<file path="src/rtl/ahb3lite_mem_slave_ctrl.sv">
// ahb3lite_mem_slave_ctrl
//   AHB3-Lite slave front end for a word-addressed backing memory. It accepts
//   address phases, optionally inserts wait states, and then drives the
//   memory read/write strobes for one data-phase cycle. It returns read data
//   combinationally from the memory and raises a two-cycle ERROR response for
//   illegal transfers.
//
// Parameters
//   MEM_DEPTH   : number of 32-bit words in the backing memory (power of 2)
//   WAIT_STATES : wait cycles inserted before every valid data phase (0..15)
//
// Ports
//   HCLK, HRESETn            : bus clock, asynchronous active-low reset
//   HSEL, HADDR, HWRITE,
//   HTRANS, HSIZE, HREADY    : AHB address-phase inputs
//   HWDATA                   : AHB write data (data phase)
//   HREADYOUT, HRESP, HRDATA : AHB slave response
//   mem_read_flag/addr       : memory read strobe and word index
//   mem_rdata                : combinational read data from memory
//   mem_write_flag/addr      : memory write strobe and word index
//   mem_wdata                : write data to memory
module ahb3lite_mem_slave_ctrl #(
  parameter int unsigned MEM_DEPTH   = 4096,
  parameter int unsigned WAIT_STATES = 0
) (
  input  logic        HCLK,
  input  logic        HRESETn,
  input  logic        HSEL,
  input  logic [31:0] HADDR,
  input  logic        HWRITE,
  input  logic [1:0]  HTRANS,
  input  logic [2:0]  HSIZE,
  input  logic        HREADY,
  input  logic [31:0] HWDATA,
  output logic        HREADYOUT,
  output logic        HRESP,
  output logic [31:0] HRDATA,
  output logic        mem_read_flag,
  output logic [31:0] mem_read_addr,
  input  logic [31:0] mem_rdata,
  output logic        mem_write_flag,
  output logic [31:0] mem_write_addr,
  output logic [31:0] mem_wdata
);

  localparam int unsigned AW      = $clog2(MEM_DEPTH);
  localparam logic [3:0]  WS_LOAD = (WAIT_STATES > 0) ? 4'(WAIT_STATES - 1) : 4'd0;

  typedef enum logic [2:0] {
    ST_IDLE,
    ST_WAIT,
    ST_DATA,
    ST_ERR1,
    ST_ERR2
  } state_t;

  state_t        state_q, state_d;
  logic [AW-1:0] idx_q;
  logic          wr_q;
  logic [3:0]    cnt_q;
  logic [AW-1:0] rd_hold_q, wr_hold_q;
  logic          ready_now;
  logic          accept;
  logic          req_err;

  // A new address phase can only be taken while this slave shows ready.
  assign ready_now = (state_q == ST_IDLE) || (state_q == ST_DATA) || (state_q == ST_ERR2);
  assign accept    = HSEL && HREADY && ready_now &&
                     ((HTRANS == 2'b10) || (HTRANS == 2'b11));

  // Any address bit at or above the array range is an error; no wrap-around.
  assign req_err = (HSIZE != 3'b010) || (HADDR[1:0] != 2'b00) ||
                   ((HADDR >> (AW + 2)) != '0);

  // State register
  always_ff @(posedge HCLK or negedge HRESETn) begin
    if (!HRESETn) state_q <= ST_IDLE;
    else          state_q <= state_d;
  end

  // Next-state logic
  always_comb begin
    state_d = state_q;
    case (state_q)
      ST_WAIT: if (cnt_q == 4'd0) state_d = ST_DATA;
      ST_ERR1: state_d = ST_ERR2;
      default: begin
        if (!accept)               state_d = ST_IDLE;
        else if (req_err)          state_d = ST_ERR1;
        else if (WAIT_STATES == 0) state_d = ST_DATA;
        else                       state_d = ST_WAIT;
      end
    endcase
  end

  // Captured transfer attributes, wait counter, and held strobe addresses
  always_ff @(posedge HCLK or negedge HRESETn) begin
    if (!HRESETn) begin
      idx_q     <= '0;
      wr_q      <= 1'b0;
      cnt_q     <= '0;
      rd_hold_q <= '0;
      wr_hold_q <= '0;
    end else begin
      if (accept) begin
        idx_q <= HADDR[AW+1:2];
        wr_q  <= HWRITE;
      end
      if ((state_d == ST_WAIT) && (state_q != ST_WAIT))
        cnt_q <= WS_LOAD;
      else if ((state_q == ST_WAIT) && (cnt_q != 4'd0))
        cnt_q <= cnt_q - 4'd1;
      // Addresses are shown live during DATA and held afterwards.
      if (state_q == ST_DATA) begin
        if (wr_q) wr_hold_q <= idx_q;
        else      rd_hold_q <= idx_q;
      end
    end
  end

  // Output logic: decoded from the state so reset clears strobes at once
  always_comb begin
    HREADYOUT      = 1'b1;
    HRESP          = 1'b0;
    HRDATA         = '0;
    mem_read_flag  = 1'b0;
    mem_write_flag = 1'b0;
    mem_read_addr  = 32'(rd_hold_q);
    mem_write_addr = 32'(wr_hold_q);
    case (state_q)
      ST_WAIT: HREADYOUT = 1'b0;
      ST_DATA: begin
        if (wr_q) begin
          mem_write_flag = 1'b1;
          mem_write_addr = 32'(idx_q);
        end else begin
          mem_read_flag = 1'b1;
          mem_read_addr = 32'(idx_q);
          HRDATA        = mem_rdata;
        end
      end
      ST_ERR1: begin
        HREADYOUT = 1'b0;
        HRESP     = 1'b1;
      end
      ST_ERR2: HRESP = 1'b1;
      default: ;
    endcase
  end

  assign mem_wdata = HWDATA;

endmodule
</file>
<file path="config.mk">
export PLATFORM = sky130hd
export DESIGN_NAME = ahb3lite_mem_slave_ctrl
export DESIGN_NICKNAME = d
export VERILOG_FILES = /design/src/rtl/ahb3lite_mem_slave_ctrl.sv
export SDC_FILE = /design/constraint.sdc
export NUM_CORES = 1
export LEC_CHECK = 0
export ABC_AREA = 1
export BUFFER_PORTS_ARGS = -buffer_cell sky130_fd_sc_hd__buf_2
export CAP_MARGIN = 15
export CORE_ASPECT_RATIO = 0.7
export CORE_MARGIN = 2
export CORE_UTILIZATION = 39
export DETAILED_ROUTE_END_ITERATION = 10
export GPL_ROUTABILITY_DRIVEN = 0
export PLACE_DENSITY = 0.9
export SYNTH_ARGS = -nofsm -noshare
export SYNTH_HDL_FRONTEND = slang
export SYNTH_SLANG_ARGS = --single-unit
export TNS_END_PERCENT = 20
</file>
<file path="constraint.sdc">
create_clock -name HCLK -period 1.4 [get_ports HCLK]
set_input_delay 0.07 -clock HCLK [delete_from_list [all_inputs] [get_ports HCLK]]
set_output_delay 0.07 -clock HCLK [all_outputs]
set_load 0.01 [all_outputs]
</file>
==> flow_metrics.py <==
metrics = {
    "clock_tree": {
        "clockBufferDepth": 2,
        "cts_buffers": 5,
        "cts_tree": "yes",
        "htreeDepth": 2,
        "path_clk_slew_ns": 0.08,
        "root_buffer": "clkbuf_8",
        "clk_latency_ns": 0.30,
        "cts_sinks": 44,
    },
    "detailed_routing": {
        "drt-total-wl_um": 7440,
        "drt_pass1_iterations": 6,
        "routedWlPerCell_um": 12.2,
        "vias_per_cell": 4.42,
        "drc_errors": 0,
        "first_iter_violations": 183,
        "final_antenna_net_count": 0,
        "vias": 2685,
    },
    "yosys": {
        "ys_ff_latch": 44,
        "yosysSeqAreaShare_pct": 39.6,
        "syn_area_mm2": 0.00278,
        "synth-edff-count": 0,
        "ys.flop_type": "dfrtp_1",
        "syn_area_per_cell_um2": 7.06,
        "ys_warn_count": 0,
        "ys_async_sr_fraction_pct": 100,
        "synthCells": 394,
        "ys_types": 19,
    },
    "run_status": {
        "status": "finished, violations left",
        "violations": "negative setup slack",
    },
    "global_route": {
        "overflow": 0,
        "grt_antenna_before_repair": 0,
        "grt_pass1_wl_um": 11100,
        "grt_max_degree": 36,
        "track_usage_pct": 17.8,
        "grt_pass1_vias": 2538,
    },
    "sta": {
        "max_freq_mhz": 632,
        "clock_skew_ns": 0.0125,
        "rsz0062_at_grt": "yes",
        "hold_viol": 0,
        "setup_ws_ns": -0.182,
        "min_period_ns": 1.58,
        "finalSetupViolCount": 56,
        "worst_hold_slack_ns": 0.0322,
        "post-route-period-util_pct": 113,
        "final_max_slew_viol_count": 0,
    },
    "run": {
        "drv_cap": 0,
    },
    "floorplanning": {
        "start_util_pct": 40.8,
        "dieArea_mm2": 0.00783,
        "core_mm2": 0.00682,
        "rows": 25,
        "pin_count": 238,
        "die_h_um": 74.6,
        "die_w_um": 105,
    },
    "setup_path": {
        "required_ns": 1.33,
        "reg2reg_from": "state_q[0]$_DFF_PN0_",
        "rrSetupSlack_ns": 0.06,
        "arrival_ns": 1.51,
        "r2r-end": "wr_q$_DFFE_PN0P_",
        "crit_type": "flop to primary output",
        "cp_max_fo": 13,
        "start_kind": "flop",
        "end_kind": "primary output",
        "worstRegToRegCells": 7,
    },
    "final_layout": {
        "layout_commonest_cell": "nand2_1",
        "antenna_cells": 0,
        "stdcell_count": 608,
        "drive_above_1_share_pct": 34.4,
        "layout.cells.most_common_list": "nand2_1, buf_2, nor2_1, dfrtp_1, conb_1",
        "finish.net_count": 620,
        "area_delta_synth_final_pct": 27.7,
    },
    "power": {
        "leakage_nw": 2.21,
        "p_per_area_mw_per_mm2": 1200,
        "irDropWorstVdd_v": 0.000671,
    },
    "hold_path": {
        "hold_end": "wr_q$_DFFE_PN0P_",
        "hp-start": "HWRITE",
        "holdPathStages": 3,
        "hp-class": "input port to flop",
    },
    "placed_design": {
        "port_buffers": 132,
        "dp_hpwl_um": 5770,
        "dp.cells": 585,
    },
}
what timing repair did:
item | CTS | global route
hold endpoints to repair | 30 | 0
resized for setup | 20 | 9
pin swaps | 1 | 3
hold buffers | 13 | 0
setup endpoints to repair | 58 | 72
setup buffers | 2 | 0
cells by family after synthesis:
| logic type | count (synthesis) | share of synthesized area (%) |
|---|---|---|
| AND/OR/NAND/NOR | 227 | 31.8 |
| buffers and inverters | 99 | 23.9 |
| flip-flops | 44 | 39.6 |
| AO/OA/AOI/OAI | 21 | 3.78 |
| XOR/XNOR | 1 | 0.315 |
| adder cells (fa/ha/maj) | 1 | 0.450 |
| other | 1 | 0.135 |
cell usage after synthesis (2+ instances only):
library cell | n | area [um^2]
nand2_1 | 168 | 631
buf_4 | 75 | 563
nor2_1 | 50 | 188
dfrtp_1 | 44 | 1100
o21ai_0 | 17 | 85.1
inv_1 | 10 | 37.5
buf_2 | 9 | 45.0
nand3_1 | 5 | 25.0
inv_2 | 4 | 15.0
a21oi_1 | 2 | 10.0
o21ai_1 | 2 | 10.0
critical path: stages (launching register included):
cell and delay [ns]:
dfrtp_1 0.40, inv_2 0.10, nand3_4 0.12, nor2_4 0.17, buf_12 0.15, nand2_1 0.07
nand2_1 0.08, buf_2 0.13
power breakdown:
group	switching (mW)	internal [mW]
logic	0.902	0.625
clock network	0.440	0.528
registers	0.168	1.60
how the worst max path moves through the flow:
| stage | from | slack (ns) | endpoint |
|---|---|---|---|
| 2_1_floorplan | cnt_q[0]$_DFFE_PN0P_ | 0.23 | cnt_q[0]$_DFFE_PN0P_ |
| 3_3_place_gp | state_q[0]$_DFF_PN0_ | 0.13 | mem_write_addr[7] |
| 3_5_place_dp | state_q[0]$_DFF_PN0_ | 0.07 | mem_write_addr[7] |
| 4_1_cts | state_q[2]$_DFF_PN0_ | -0.20 | mem_read_addr[7] |
| 5_1_grt | state_q[0]$_DFF_PN0_ | -0.26 | mem_read_addr[2] |
| 6_report | state_q[2]$_DFF_PN0_ | -0.18 | mem_read_addr[2] |
flip-flops by register name (all words and copies together), names as in the netlist:
name / flops
cnt_q: 4
idx_q: 12
rd_hold_q: 12
state_q: 3
wr_hold_q: 12
wr_q: 1
metal layers:
layer	vias to the layer above	part of all wire [%]	wire length, um	global-route usage (%)
li1	1319	-	-	-
met1	1238	38	2810	18.9
met3	11	7.3	542	4.94
met2	117	54	3980	34.6
met5	-	0	0	0
met4	0	1.4	104	6.81
through the flow:
| step | util [%] | power (mW) | setup TNS [ns] | area, um^2 | setup slack (ns) |
|---|---|---|---|---|---|
| 6_report | 52.1 | 4.26 | -4.22 | 3550 | -0.182 |
| 5_1_grt | 52.1 | 4.55 | -7.74 | 3550 | -0.259 |
| 4_1_cts | 51.7 | 4.26 | -4.23 | 3530 | -0.197 |
| 3_5_place_dp | 47.5 | 3.22 | 0 | 3240 | 0.0698 |
| 3_3_place_gp | 47.5 | 3.15 | 0 | 3240 | 0.128 |
| 2_1_floorplan | - | 2.72 | 0 | 2930 | 0.227 |
area by class of cell:
type                       count  area (um^2)
clock inverter                 3         42.5
fill                         670         3270
clock buffer                   5         68.8
tap                           94          118
inverter                      14         55.1
timing repair buffer         158          955
sequential                    44         1100
multi-input combinational    290         1210
(Power assumes the default switching activity.)
